File: config.mk
export PLATFORM = sky130hd
export DESIGN_NAME = vec_seq_control_unit
export DESIGN_NICKNAME = d
export VERILOG_FILES = /design/src/rtl/core_pkg.sv /design/src/rtl/decode_lut.sv /design/src/rtl/vec_seq_control_unit.sv
export SDC_FILE = /design/constraint.sdc
export NUM_CORES = 1
export LEC_CHECK = 0
export ABC_AREA = 1
export CAP_MARGIN = 20
export CORE_ASPECT_RATIO = 1.4
export CORE_UTILIZATION = 50
export CTS_CLUSTER_DIAMETER = 50
export DETAILED_ROUTE_END_ITERATION = 8
export GPL_TIMING_DRIVEN = 0
export PLACE_DENSITY_LB_ADDON = 0.1
export SYNTH_ARGS = -nofsm -noshare
export SYNTH_HDL_FRONTEND = slang
export SYNTH_HIERARCHICAL = 1
export SYNTH_SLANG_ARGS = --single-unit
File: constraint.sdc
create_clock -name clk -period 2.1 [get_ports clk]
set_input_delay 0.63 -clock clk [delete_from_list [all_inputs] [get_ports clk]]
set_output_delay 0.63 -clock clk [all_outputs]
set_load 0.005 [all_outputs]
File: src/rtl/core_pkg.sv
// rtl/core_pkg.sv - shared opcode, result-select and control-bundle definitions
package core_pkg;

  typedef enum logic [2:0] {
    OP_A = 3'b000,
    OP_B = 3'b001,
    OP_C = 3'b010,
    OP_D = 3'b011,
    OP_E = 3'b100,
    OP_F = 3'b101,
    OP_G = 3'b110,
    OP_H = 3'b111
  } op_type_e;

  localparam logic [1:0] RES_ALU = 2'b00;
  localparam logic [1:0] RES_MEM = 2'b01;
  localparam logic [1:0] RES_PC4 = 2'b10;
  localparam logic [1:0] RES_IMM = 2'b11;

  localparam logic [2:0] ALU_ADD = 3'b000;

  typedef struct packed {
    logic       reg_write;
    logic       mem_write;
    logic       jump;
    logic       jump_cond;
    logic       alu_src;
    logic       imm_sign_extend;
    logic       imm_is_upper;
    logic       imm_sel_21;
    logic [2:0] alu_control;
    logic [1:0] result_src;
  } ctrl_t;

endpackage

File: src/rtl/decode_lut.sv
// rtl/decode_lut.sv - combinational opcode/function decode into the control bundle
module decode_lut
  import core_pkg::*;
(
  input  logic [2:0]  op_t,
  input  logic [2:0]  func3,
  input  logic [10:0] func11,
  output ctrl_t       ctrl,
  output logic        illegal,
  output logic        vec_op
);

  ctrl_t raw;

  always_comb begin
    raw     = '0;
    illegal = 1'b0;
    vec_op  = 1'b0;
    case (op_type_e'(op_t))
      OP_A: begin
        raw.reg_write   = 1'b1;
        raw.alu_control = func3;
        illegal         = (func11 != '0);
      end
      OP_B: begin
        raw.reg_write       = 1'b1;
        raw.alu_src         = 1'b1;
        raw.imm_sign_extend = 1'b1;
        raw.alu_control     = func3;
      end
      OP_C: begin
        if (func3 == 3'b000) begin
          raw.reg_write    = 1'b1;
          raw.imm_is_upper = 1'b1;
          raw.imm_sel_21   = 1'b1;
          raw.result_src   = RES_IMM;
        end else begin
          illegal = 1'b1;
        end
      end
      OP_D: begin
        raw.alu_src         = 1'b1;
        raw.imm_sign_extend = 1'b1;
        raw.alu_control     = ALU_ADD;
        if (!func3[0]) begin
          raw.reg_write  = 1'b1;
          raw.result_src = RES_MEM;
        end else begin
          raw.mem_write = 1'b1;
        end
      end
      OP_E: begin
        if (func3 == 3'b000) begin
          raw.jump       = 1'b1;
          raw.reg_write  = 1'b1;
          raw.imm_sel_21 = 1'b1;
          raw.result_src = RES_PC4;
        end else begin
          raw.jump_cond       = 1'b1;
          raw.imm_sign_extend = 1'b1;
          raw.alu_control     = func3;
        end
      end
      OP_F: begin
        vec_op          = 1'b1;
        raw.reg_write   = 1'b1;
        raw.alu_control = func3;
      end
      OP_G: begin
        vec_op              = 1'b1;
        raw.reg_write       = 1'b1;
        raw.alu_src         = 1'b1;
        raw.imm_sign_extend = 1'b1;
        raw.alu_control     = func3;
      end
      default: illegal = 1'b1;
    endcase
  end

  // an illegal instruction must never write state or redirect the PC
  always_comb begin
    ctrl = raw;
    if (illegal) begin
      ctrl.reg_write = 1'b0;
      ctrl.mem_write = 1'b0;
      ctrl.jump      = 1'b0;
      ctrl.jump_cond = 1'b0;
    end
  end

endmodule

File: src/rtl/vec_seq_control_unit.sv
// rtl/vec_seq_control_unit.sv - registered control unit sequencing vector ops over lane beats
module vec_seq_control_unit
  import core_pkg::*;
#(
  parameter int LANES = 4,
  parameter int VLEN  = 16
) (
  input  logic                clk,
  input  logic                rst_n,
  input  logic                in_valid,
  output logic                in_ready,
  input  logic [2:0]          op_t,
  input  logic [2:0]          func3,
  input  logic [10:0]         func11,
  input  logic                flush,
  output logic                out_valid,
  input  logic                out_ready,
  output logic                reg_write,
  output logic                mem_write,
  output logic                jump,
  output logic                jump_cond,
  output logic                alu_src,
  output logic                imm_sign_extend,
  output logic                imm_is_upper,
  output logic                imm_sel_21,
  output logic [2:0]          alu_control,
  output logic [1:0]          result_src,
  output logic                vec_op,
  output logic [LANES-1:0]    lane_mask,
  output logic [((VLEN/LANES) > 1 ? $clog2(VLEN/LANES) : 1)-1:0] beat_idx,
  output logic                last_beat,
  output logic                illegal
);

  localparam int VL_W   = $clog2(VLEN);
  localparam int BEATS  = VLEN / LANES;
  localparam int BEAT_W = (BEATS > 1) ? $clog2(BEATS) : 1;
  localparam int LOG_L  = $clog2(LANES);

  typedef enum logic [1:0] {IDLE = 2'd0, SCALAR = 2'd1, VEC = 2'd2} state_e;

  typedef struct packed {
    state_e             state;
    logic               valid;
    ctrl_t              ctrl;
    logic               illegal;
    logic               vec;
    logic [LANES-1:0]   mask;
    logic [BEAT_W-1:0]  beat;
    logic               last;
    logic [BEAT_W-1:0]  last_idx;
    logic [LANES-1:0]   final_mask;
  } seq_t;

  seq_t  sq;
  ctrl_t dec_ctrl;
  logic  dec_illegal;
  logic  dec_vec;
  logic  accept;
  logic  transfer;

  decode_lut u_decode (
    .op_t    (op_t),
    .func3   (func3),
    .func11  (func11),
    .ctrl    (dec_ctrl),
    .illegal (dec_illegal),
    .vec_op  (dec_vec)
  );

  // vl of zero encodes the full vector length
  logic [VL_W-1:0]   vl_field;
  logic [VL_W:0]     vl_eff;
  logic [VL_W:0]     vl_m1;
  logic [BEAT_W-1:0] acc_last_idx;
  logic [LANES-1:0]  acc_final_mask;
  int                rem;

  assign vl_field     = func11[VL_W-1:0];
  assign vl_eff       = (vl_field == '0) ? (VL_W+1)'(VLEN) : {1'b0, vl_field};
  assign vl_m1        = vl_eff - (VL_W+1)'(1);
  assign acc_last_idx = BEAT_W'(vl_m1 >> LOG_L);

  always_comb begin
    acc_final_mask = '0;
    rem            = int'(vl_eff) % LANES;
    for (int i = 0; i < LANES; i++) begin
      acc_final_mask[i] = (rem == 0) || (i < rem);
    end
  end

  assign in_ready = !sq.valid || (out_ready && sq.last);
  assign accept   = in_valid && in_ready && !flush;
  assign transfer = sq.valid && out_ready;

  always_ff @(posedge clk or negedge rst_n) begin
    if (!rst_n) begin
      sq <= '0;
    end else if (flush) begin
      sq <= '0;
    end else if (accept) begin
      sq.valid   <= 1'b1;
      sq.ctrl    <= dec_ctrl;
      sq.illegal <= dec_illegal;
      sq.vec     <= dec_vec;
      sq.beat    <= '0;
      if (dec_vec) begin
        sq.state      <= VEC;
        sq.last_idx   <= acc_last_idx;
        sq.final_mask <= acc_final_mask;
        sq.last       <= (acc_last_idx == '0);
        sq.mask       <= (acc_last_idx == '0) ? acc_final_mask : '1;
      end else begin
        sq.state      <= SCALAR;
        sq.last_idx   <= '0;
        sq.final_mask <= '0;
        sq.last       <= 1'b1;
        sq.mask       <= LANES'(1);
      end
    end else if (transfer) begin
      if (sq.state == VEC && !sq.last) begin
        sq.beat <= sq.beat + BEAT_W'(1);
        sq.last <= ((sq.beat + BEAT_W'(1)) == sq.last_idx);
        sq.mask <= ((sq.beat + BEAT_W'(1)) == sq.last_idx) ? sq.final_mask : '1;
      end else begin
        sq <= '0;
      end
    end
  end

  assign out_valid       = sq.valid;
  assign reg_write       = sq.ctrl.reg_write;
  assign mem_write       = sq.ctrl.mem_write;
  assign jump            = sq.ctrl.jump;
  assign jump_cond       = sq.ctrl.jump_cond;
  assign alu_src         = sq.ctrl.alu_src;
  assign imm_sign_extend = sq.ctrl.imm_sign_extend;
  assign imm_is_upper    = sq.ctrl.imm_is_upper;
  assign imm_sel_21      = sq.ctrl.imm_sel_21;
  assign alu_control     = sq.ctrl.alu_control;
  assign result_src      = sq.ctrl.result_src;
  assign vec_op          = sq.vec;
  assign lane_mask       = sq.mask;
  assign beat_idx        = sq.beat;
  assign last_beat       = sq.last;
  assign illegal         = sq.illegal;

endmodule

==> results.py, run 1 <==
metrics = {
    "place": {
        "gp_congestion": 0.790,
        "io_buffers": 45,
        "placedCellCount": 327,
        "hpwl_um": 3160,
        "dpl_worst_slack_ps": -355,
    },
    "route": {
        "routed_wl_um": 3910,
        "via_count": 1669,
        "first_iter_violations": 46,
        "detail_route.wl_per_cell_um": 11.6,
        "viasPerCell": 4.97,
        "dr.pass1.iters": 4,
        "drc": 0,
        "final_antenna_net_count": 0,
    },
    "setup_path": {
        "cp_data_arrival_time_ps": 1400,
        "cp-end-kind": "primary output",
        "cp-startpoint": "out_ready",
        "crit_path_start_kind": "primary input",
        "critPathMaxStageDelay_ps": 490,
        "path_max_fanout": 2,
        "crit_type": "primary input to primary output",
        "crit_slowest_cell": "clkdlybuf4s50_1",
        "r2r_start": "last_beat$_DFFE_PN0P_",
        "worst_ep_required_time_ps": 1470,
        "crit_chain": "clkdlybuf4s50_1 > nand2_1 > nand2_2 > buf_2",
        "cp_top_family": "buffers and inverters",
        "cp_num_buf_inv": 2,
    },
    "grt": {
        "grt_start_max_net_pins": 19,
        "grt_pass1_vias": 1680,
        "overflow": 0,
        "grt_usage_pct": 23.5,
        "antenna_found_initial": 0,
        "grt_pass1_wl_um": 6700,
    },
    "finish": {
        "final_nets": 320,
        "area_delta_synth_final_pct": 35.3,
        "layout-drive-gt1-share_pct": 15.2,
        "final_cell_count_no_fill": 336,
        "fill_cells": 284,
        "diodes": 0,
        "post-route-util_pct": 70.9,
    },
    "power_and_ir_drop": {
        "irDropWorstVdd_mv": 0.462,
        "leakage_nw": 1.21,
        "power.density_mw_per_mm2": 564,
    },
    "timing": {
        "fmax_ghz": 0.493,
        "hold_slack_ps": 486,
        "worstMarginPinSlew_ps": 657,
        "maxSlewHeadroom_pct": 56.1,
        "grt_setup_unrepaired": "false",
        "finClkSkew_ps": 6.71,
        "final.min_clock_period_ps": 2030,
        "maxSlewViolCount": 0,
        "setup_viol": 0,
        "setup_tns_ps": 0,
        "setup_ws_ps": 72.5,
        "hold_violations": 0,
        "post-route-period-util_pct": 96.5,
    },
    "clock_tree": {
        "cts_sinks": 29,
        "cts-root-buf": "clkbuf_8",
        "tritoncts": "done",
        "htreeDepth": 2,
        "clk_transition_reported_paths_ps": 60,
        "insertion_delay_ps": 270,
        "cts_buffers": 5,
        "clockBufferDepth": 2,
    },
    "die": {
        "ios": 46,
        "dieArea_mm2": 0.00379,
        "design.core.area_mm2": 0.00338,
        "num_rows": 25,
        "start_util_pct": 52.4,
        "die_y_um": 72.4,
        "die_width_um": 52.3,
    },
    "yosys": {
        "synth.ff_latch_count": 29,
        "syn_inst": 241,
        "yosysWarnings": 6,
        "ys_seq_area_share_pct": 41.0,
        "synthesis.area_mm2": 0.00177,
        "avgSynthCellArea_um2": 7.35,
        "synth.distinct_cells": 32,
        "syn_nets": 265,
    },
    "min_path": {
        "hold_class": "flip-flop to flip-flop",
        "hold_path_startpoint": "result_src[1]$_DFFE_PN0P_",
    },
    "status": {
        "outcome": "completed",
    },
    "flow_run": {
        "cap_viol_max_count": 0,
    },
}
worst reg2reg max path: stages (launching register included):
cell and delay [ps]:
dfrtp_1 440, nand2_1 100, nand2_2 70, buf_4 160
nand2_2 80, nand2_4 70, a21oi_4 130, buf_6 170
inv_4 50, o22ai_1 130
through the flow:
stage / power [mW] / area [um2]
finish: 1.35 / 2390
global route: 1.41 / 2390
CTS: 1.36 / 2390
detailed placement: 0.906 / 2300
global placement: 0.894 / 2270
floorplan: 0.763 / 1770
logic make-up after synthesis:
logic type	Yosys count	share of synthesized area [%]
XOR/XNOR	1	0.495
flip-flops	29	41.0
buffers and inverters	58	15.5
adder cells (fa/ha/maj)	2	1.41
AO/OA/AOI/OAI	30	10.3
AND/OR/NAND/NOR	121	31.3
synthesized netlist by cell type:
cell type | number | area [um2]
ha_1 | 2 | 25.0
inv_1 | 40 | 150
nor3_1 | 1 | 5.00
nor3_2 | 1 | 10.0
nand4_1 | 3 | 18.8
buf_6 | 1 | 11.3
o22ai_1 | 4 | 25.0
inv_2 | 3 | 11.3
o211a_1 | 1 | 10.0
nor3_4 | 1 | 16.3
nand3_1 | 9 | 45.0
nand2_4 | 1 | 11.3
nand4_2 | 1 | 12.5
o21ai_2 | 2 | 17.5
nand3_2 | 2 | 20.0
dfrtp_1 | 29 | 726
nor2_2 | 2 | 12.5
xor2_1 | 1 | 8.76
and2_0 | 1 | 6.26
or2_1 | 1 | 6.26
clkbuf_2 | 1 | 5.00
o21ai_0 | 15 | 75.1
nand2_2 | 3 | 18.8
inv_4 | 1 | 6.26
nor2_4 | 2 | 22.5
a21oi_2 | 1 | 8.76
nand2_1 | 74 | 278
a21oi_4 | 1 | 16.3
a21oi_1 | 1 | 5.00
o21ai_1 | 5 | 25.0
buf_4 | 12 | 90.1
nor2_1 | 19 | 71.3
power by group:
| group | internal (mW) | leakage (nW) | switching (mW) | total [mW] |
|---|---|---|---|---|
| Combinational | 0.144 | 0.771 | 0.150 | 0.294 |
| Sequential | 0.584 | 0.397 | 0.0174 | 0.601 |
| Clock | 0.259 | 0.0443 | 0.197 | 0.456 |
registers in the layout, indices dropped and copies added (netlist names):
name             count
sq                   7
lane_mask            4
alu_control          3
beat_idx             2
result_src           2
alu_src              1
illegal              1
imm_is_upper         1
imm_sel_21           1
imm_sign_extend      1
jump                 1
jump_cond            1
last_beat            1
mem_write            1
out_valid            1
reg_write            1
what timing repair did:
item / 4_1_cts / 5_1_grt
endpoints found under the setup margin: 1 / 4
pin swaps: 1 / 1
hold buffers: 0 / 0
gates resized for setup: 3 / 0
setup buffers: 1 / 1
cells in the final DEF, fill, tap and decap left out, types with 4 or more instances in the layout:
master,instances
buf_4,14
o21ai_1,5
inv_1,40
nand2_1,74
o21ai_0,15
dfrtp_1,29
clkbuf_8,6
clkdlybuf4s50_1,44
o22ai_1,4
nor2_1,19
nand3_1,9
path summary, 6_finish.rpt:
path,endpoint,slack (ps),depth (start not counted)
worst max-delay path,in_ready,70,4
worst min-delay path,result_src[1]$_DFFE_PN0P_,490,2
worst max register to register,sq[2]$_DFFE_PN0P_,620,9
worst min register to register,result_src[1]$_DFFE_PN0P_,490,2
max in group asynchronous,imm_sel_21$_DFFE_PN0P_,820,2
min in group asynchronous,sq[3]$_DFFE_PN0P_,760,1
cell type report:
cell class	instances	area (um2)	share of cell area [%]
well taps	40	50.0	2.09
multi-input cells	154	771	32.2
flip-flops and latches	29	726	30.3
repair buffers	48	488	20.4
plain buffers	14	106	4.44
inverters	44	168	7.00
clock buffers	7	86.3	3.61
metal layers:
metal	up-vias	global-route usage (%)	routed length, um
met5	-	0	0
met4	0	11.7	108
li1	840	-	-
met2	47	43.6	2100
met1	771	24.2	1570
met3	11	3.98	138
(Power assumes the default switching activity.)
==> inputs of run 2 (changes only) <==
Settings changed: CORE_UTILIZATION 50 to 49.
Clock period 2.1 ns to 2.2 ns, I/O delays scaled along.
==> run 2 against run 1 <==
  * Largest power group unchanged
  * Highest routed layer unchanged
  * Clock skew barely moved
  * First-iteration DRC count is 4.3% higher
  * Sequential power shrank 4.7%
  * Power rose by 4.8%
==> results.py, run 2 (same netlist as run 1, synthesis figures left out) <==
metrics = {
    "finish": {
        "area_delta_synth_final_pct": 35.8,
        "layout-drive-gt1-share_pct": 15.2,
        "post-route-util_pct": 70.5,
        "largest_register_ffs": 7,
        "mostFrequentLayoutCell": "nand2_1",
        "diodes": 0,
        "final_cell_mix": "nand2_1 (74), clkdlybuf4s50_1 (44), inv_1 (40), dfrtp_1 (29), nor2_1 (19)",
        "fill_cells": 297,
        "largest_register": "sq",
        "final_nets": 319,
    },
    "power_and_ir_drop": {
        "irDropWorstVdd_mv": 0.555,
        "total_power_mw": 1.42,
        "power.density_mw_per_mm2": 589,
        "leakage_nw": 1.22,
    },
    "setup_path": {
        "crit_type": "primary input to primary output",
        "path_max_fanout": 2,
        "worst_ep_required_time_ps": 1540,
        "r2r_start": "last_beat$_DFFE_PN0P_",
        "cp-end-kind": "primary output",
        "ff2ff_path_depth": 9,
        "cp_data_arrival_time_ps": 1400,
        "r2r_slack_ps": 740,
        "r2r_end": "lane_mask[0]$_DFFE_PN0P_",
        "crit_path_start_kind": "primary input",
    },
    "timing": {
        "grt_setup_unrepaired": "false",
        "final.min_clock_period_ps": 2060,
        "maxSlewHeadroom_pct": 49.1,
        "hold_violations": 0,
        "fmax_ghz": 0.485,
        "maxSlewViolCount": 0,
        "setup_ws_ps": 140,
        "worstMarginPinSlew_ps": 761,
        "post-route-period-util_pct": 93.6,
        "setup_viol": 0,
        "finClkSkew_ps": 6.55,
    },
    "clock_tree": {
        "cts-root-buf": "clkbuf_8",
        "clk_transition_reported_paths_ps": 60,
        "cts_buffers": 5,
        "tritoncts": "done",
        "holdBufCountCts": 0,
        "insertion_delay_ps": 280,
        "clockBufferDepth": 2,
        "cts_sinks": 29,
        "htreeDepth": 2,
    },
    "die": {
        "ios": 46,
        "start_util_pct": 51.9,
        "dieArea_mm2": 0.00386,
        "num_rows": 25,
        "die_y_um": 73.1,
        "die_width_um": 52.8,
        "design.core.area_mm2": 0.00341,
    },
    "route": {
        "drc": 0,
        "via_count": 1639,
        "routed_wl_um": 3830,
        "dr.pass1.iters": 4,
        "first_iter_violations": 48,
        "viasPerCell": 4.88,
        "detail_route.wl_per_cell_um": 11.4,
        "final_antenna_net_count": 0,
    },
    "min_path": {
        "min_path_cells": 2,
        "hold_path_startpoint": "lane_mask[1]$_DFFE_PN0P_",
        "hold_class": "flip-flop to flip-flop",
        "min_to": "lane_mask[1]$_DFFE_PN0P_",
    },
    "grt": {
        "antenna_found_initial": 0,
        "use_met2_pct": 43.3,
        "overflow": 0,
        "grt_pass1_vias": 1659,
        "grt_usage_pct": 24.2,
        "top_usage_layer": "met2",
        "met3_usage_pct": 6.04,
        "groute.layer.met1.usage_pct": 24.4,
        "grt_pass1_wl_um": 6640,
        "grt_start_max_net_pins": 17,
    },
    "place": {
        "hpwl_um": 2960,
        "gp_congestion": 0.794,
        "io_buffers": 45,
        "dpl_worst_slack_ps": -311,
    },
    "flow_run": {
        "cap_viol_max_count": 0,
    },
    "status": {
        "outcome": "completed",
    },
}
## run 2: through the flow
step                area, um2  hold slack [ps]  instances  setup TNS (ps)
floorplan                1770              364        241               0
global placement         2270              466        326           -2080
detailed placement       2290              471        327            -805
CTS                      2410              489        336               0
global route             2400              515        336               0
finish                   2400              483        336               0
## run 2: worst max-delay path, cell delays in order
cell	delay, ps
clkdlybuf4s50_1	480
nand2_1	70
nand2_2	80
clkbuf_2	110
## run 2: power breakdown
group          leakage (nW)  internal (mW)  switching, mW
sequential            0.397          0.557         0.0161
clock                0.0585          0.369          0.197
combinational         0.768          0.135          0.143
total                  1.22           1.06          0.356
## run 2: worst max path at each step
stage | slack, ps | cells past startpoint | endpoint | startpoint
after global placement | -300 | 4 | in_ready | out_ready
final | 140 | 4 | in_ready | out_ready
after CTS | 20 | 4 | in_ready | out_ready
after global routing | 20 | 11 | lane_mask[2]$_DFFE_PN0P_ | op_t[1]
after detailed placement | -310 | 4 | in_ready | out_ready
after floorplan | 640 | 9 | last_beat$_DFFE_PN0P_ | op_t[1]
## run 2: area by class of cell
cell class                 instances  area, um2  area share [%]
buffer                            14        106            4.42
clock buffer                       7       86.3            3.59
clock inverter                     1       30.0            1.25
inverter                          44        168            6.97
multi-input combinational        154        771            32.0
sequential                        29        726            30.2
tap                               40       50.0            2.08
timing repair buffer              47        468            19.5
## run 2: layer usage
layer	part of all wire (%)	up-vias
li1	-	842
met1	40	748
met2	54	40
met3	3.4	9
met4	2.7	0
met5	0	-
## run 2: what timing repair did
action,CTS,global route
gates resized for setup,1,2
pin swaps,1,0
setup endpoints to repair,1,1
buffers inserted,1,0
cloned,0,0
==> inputs of run 3 (changes only) <==
Settings changed: CORE_ASPECT_RATIO 1.4 to unset, SETUP_SLACK_MARGIN set to 0.1.
==> run 3 against run 2 <==
  * First-iteration DRC count grew 100%
  * Global-route usage shrank 1.0 points
  * Highest routed layer unchanged
  * Critical endpoint is now beat_idx[0]
  * Largest cell class unchanged
  * Largest power group unchanged
  * Flip-flop and latch count is the same
  * Clock skew grew 9.5 ps
==> results.py, run 3 (same netlist as run 1, synthesis figures left out) <==
metrics = {
    "status": {
        "outcome": "completed",
    },
    "place": {
        "io_buffers": 45,
        "gp_congestion": 0.891,
        "place_area_mm2": 0.00229,
        "hpwl_um": 3030,
    },
    "route": {
        "final_antenna_net_count": 0,
        "viasPerCell": 4.91,
        "dr.pass1.iters": 5,
        "drc": 0,
        "routed_wl_um": 3990,
        "via_count": 1684,
        "detail_route.wl_per_cell_um": 11.6,
        "first_iter_violations": 96,
    },
    "grt": {
        "grt_usage_pct": 23.1,
        "grt_pass1_vias": 1646,
        "antenna_found_initial": 0,
        "overflow": 0,
        "grt_pass1_wl_um": 7000,
        "grt_start_max_net_pins": 18,
    },
    "timing": {
        "worstMarginPinSlew_ps": 786,
        "final.min_clock_period_ps": 2000,
        "fmax_ghz": 0.500,
        "setup_viol": 0,
        "post-route-period-util_pct": 90.9,
        "setup_tns_ps": 0,
        "maxSlewHeadroom_pct": 47.4,
        "hold_violations": 0,
        "maxSlewViolCount": 0,
        "grt_setup_unrepaired": "false",
        "finClkSkew_ps": 16.1,
    },
    "clock_tree": {
        "clk_transition_reported_paths_ps": 90,
        "htreeDepth": 2,
        "insertion_delay_ps": 350,
        "clockBufferDepth": 2,
        "cts-root-buf": "clkbuf_4",
        "cts_buffers": 5,
        "tritoncts": "done",
        "cts_sinks": 29,
    },
    "die": {
        "die_y_um": 62.1,
        "design.core.area_mm2": 0.00339,
        "dieArea_mm2": 0.00386,
        "ios": 46,
        "num_rows": 21,
        "start_util_pct": 52.2,
        "die_width_um": 62.1,
    },
    "finish": {
        "layout-drive-gt1-share_pct": 16.5,
        "mostFrequentLayoutCell": "nand2_1",
        "final_cell_mix": "nand2_1 (74), clkdlybuf4s50_1 (43), inv_1 (39), dfrtp_1 (28), nor2_1 (19)",
        "final_nets": 320,
        "multi_input_comb_area_um2": 771,
        "area_delta_synth_final_pct": 34.4,
        "diodes": 0,
        "largest_register_ffs": 7,
        "largest_register": "sq",
        "final-seq-area_um2": 727,
        "fin_area_mm2": 0.00238,
        "fill_cells": 281,
        "post-route-util_pct": 70.2,
    },
    "power_and_ir_drop": {
        "irDropWorstVdd_mv": 0.372,
        "total_power_mw": 1.24,
        "leakage_nw": 1.20,
        "power.density_mw_per_mm2": 522,
    },
    "setup_path": {
        "crit_type": "flip-flop to primary output",
        "worst_ep_required_time_ps": 1540,
        "cp-end-kind": "primary output",
        "path_max_fanout": 5,
        "critPathMaxStageDelay_ps": 450,
        "crit_chain": "buf_4 > clkdlybuf4s50_1",
        "cp_data_arrival_time_ps": 1340,
        "crit_slowest_cell": "dfrtp_2",
        "crit_path_start_kind": "flip-flop",
    },
    "min_path": {
        "hold_class": "flip-flop to flip-flop",
    },
    "flow_run": {
        "cap_viol_max_count": 0,
    },
}
[run 3: cell types whose count changed in the layout (fill, tap and decap cells not counted), sizes merged]
| cell | previous run | this run |
|---|---|---|
| dlygate4sd2 | 0 | 1 |
| bufinv | 1 | 0 |
| buf | 15 | 16 |
| clkdlybuf4s50 | 44 | 43 |
| clkinv | 0 | 1 |
| clkdlybuf4s15 | 0 | 1 |
| clkbuf | 9 | 8 |
[run 3: metal layers]
layer  track usage, %  wire, um
met1             26.5      1610
met2             39.6      2070
met3             5.33       188
met4             13.1       122
met5                0         0
[run 3: timing repair]
| action | 4_1_cts | 5_1_grt |
|---|---|---|
| buffers inserted | 1 | 1 |
| pin swaps | 0 | 1 |
| setup endpoints to repair | 1 | 5 |
| resized for setup | 4 | 2 |
| endpoints found under the hold margin | 0 | 0 |
| hold buffers | 0 | 0 |
[run 3: power breakdown]
part / internal (mW) / switching, mW / leakage (nW)
sequential: 0.556 / 0.0167 / 0.396
clock: 0.185 / 0.203 / 0.0413
combinational: 0.136 / 0.145 / 0.767
[run 3: path summary, 6_finish.rpt]
check,from,endpoint,slack [ps],depth (start not counted)
worst min register to register,imm_is_upper$_DFFE_PN0P_,imm_is_upper$_DFFE_PN0P_,490,2
min in group asynchronous,rst_n,sq[1]$_DFFE_PN0P_,760,1
worst min-delay path,imm_is_upper$_DFFE_PN0P_,imm_is_upper$_DFFE_PN0P_,490,2
worst max-delay path,beat_idx[0]$_DFFE_PN0P_,beat_idx[0],200,2
worst max register to register,last_beat$_DFFE_PN0P_,last_beat$_DFFE_PN0P_,750,9
max in group asynchronous,rst_n,imm_is_upper$_DFFE_PN0P_,860,2
[run 3: cell type report]
class | instances | share of cell area, %
Multi-Input combinational cell | 154 | 32.4
Sequential cell | 29 | 30.5
Timing Repair Buffer | 48 | 20.2
Inverter | 44 | 7.05
Buffer | 14 | 4.47
Clock buffer | 7 | 2.73
Tap cell | 46 | 2.42
Clock inverter | 1 | 0.210
[run 3: stage by stage]
stage	setup WS, ps	hold WS (ps)	cells
floorplan	638	364	241
global placement	-307	465	332
detailed placement	-307	472	333
CTS	159	496	342
global route	132	526	343
finish	199	491	343
[run 3: critical path: cells and delay by family, from the launching register on]
family	cells	cell delay, ps
buffers and inverters	2	560
flip-flops	1	450
==> RTL edit: new RTL, settings of run 2 <==
Change the parameter `VLEN` from 16 to 64.
--- a/src/rtl/vec_seq_control_unit.sv
+++ b/src/rtl/vec_seq_control_unit.sv
@@ -4,5 +4,5 @@
 #(
   parameter int LANES = 4,
-  parameter int VLEN  = 16
+  parameter int VLEN  = 64
 ) (
   input  logic                clk,
Interface: changed (resized beat_idx); port bits go from 46 to 48. The function was not compared with the original's and may differ.
==> RTL edit against run 2 <==
Routed wire length grew 18%; total power shrank 3.5%; fmax grew 1.5%; global-route usage shrank 1.2 points; clock power shrank 21%; first-iteration DRC count is the same; worst setup slack gained 0.030 ns; combinational power shrank 3%; sequential share of layout area grew 1.3 points; critical path depth shrank 2; cell area grew 9.1%; via count grew 15%; sequential cell count grew 4; area after synthesis grew 13%.
==> RTL edit: results (changes against run 2) <==
Placement
  – Port bufs: 47 (was 45)
  – RePlAce Congestion: 0.889 (was 0.794)
  – HPWL Detailed: 3470 um (was 2960 um)
  – Dpl ws: -0.322 ns (was -0.311 ns)
  – Inst Count DP: 366 (was 327)

Global routing
  – GRT Total Usage: 0.230 (was 0.242)
  – First-pass GRT wire length: 7820 um (was 6640 um)
  – Vias in the first global route: 1,853 (was 1,659)
  – Met3 Use GR: 0.0483 (was 0.0604)

STA
  – Min Hold Slack: 0.438 ns (was 0.483 ns)
  – Clk_skew: 0.00332 ns (was 0.00655 ns)
  – Final critical-path setup slack: 0.170 ns (was 0.140 ns)

Pwr
  – Clock-net power: 449 uW (was 566 uW)
  – Leak Pwr: 1.37 nW (was 1.22 nW)
  – Sequential Power Share: 0.474 (was 0.405)
  – Internal power: 977 uW (was 1.06 mW)
  – Final Total Pwr: 1.37 mW (was 1.42 mW)
  – Max IR drop VDD: 0.416 mV (was 0.555 mV)

Route
  – Metal3 WL: 139 um (was 129 um)
  – WL per Instance: 12.1 um (was 11.4 um)
  – Met2 WL: 2530 um (was 2080 um)

Critical path
  – CP Max Fanout: 7 (was 2)
  – R2r endpoint: lane_mask[1] (was lane_mask[0])
  – Reg-to-Reg Start: beat_idx[0] (was last_beat)

Finish
  – Max reg flops: 9 (was 7)
  – Fin cells: 374 (was 336)

Run status
  – Status: completed (unchanged)

Synth
  – Post-Syn Nets: 301 (was 265)
  – Top cells by count, synth: nand2_1, dfrtp_1, inv_1 (was nand2_1, inv_1, dfrtp_1)
  – Mapped Cells: 276 (was 241)

Clock tree
  – Post-CTS sizing: 3 (was 1)

Worst hold path
  – Min-Delay Path Class: primary input to asynchronous set/reset pin (was flip-flop to flip-flop)
## RTL edit: worst max-delay path: cells and delay by family (launching register included)
family / cells / cell delay, ns
buffers and inverters: 2 / 0.62
DFF: 1 / 0.46
## RTL edit: area by class of cell
class                           instances  area share
Inverter                               33      0.0472
Clock buffer                            5      0.0262
Buffer                                 17      0.0463
Sequential cell                        33       0.315
Tap cell                               43      0.0205
Timing Repair Buffer                   47       0.179
Clock inverter                          3     0.00668
Multi-Input combinational cell        193       0.360
## RTL edit: worst max path at each step
stage,start,to,cells past startpoint
after floorplan,func11[0],lane_mask[1],11
after global placement,out_ready,in_ready,4
after detailed placement,out_ready,in_ready,4
after CTS,out_ready,in_ready,4
after global routing,func11[0],lane_mask[1],12
final,beat_idx[0],beat_idx[0],2
## RTL edit: cells by family (layout without fill, tap and decap cells)
family          count (synthesis)  count (layout)  synth area share
compound gates                 36              36             0.100
xor+xnor                        4               4            0.0175
fa+ha+maj                       3               3            0.0188
buf+inv                        50             105             0.123
flops                          33              33             0.414
simple gates                  150             150             0.327
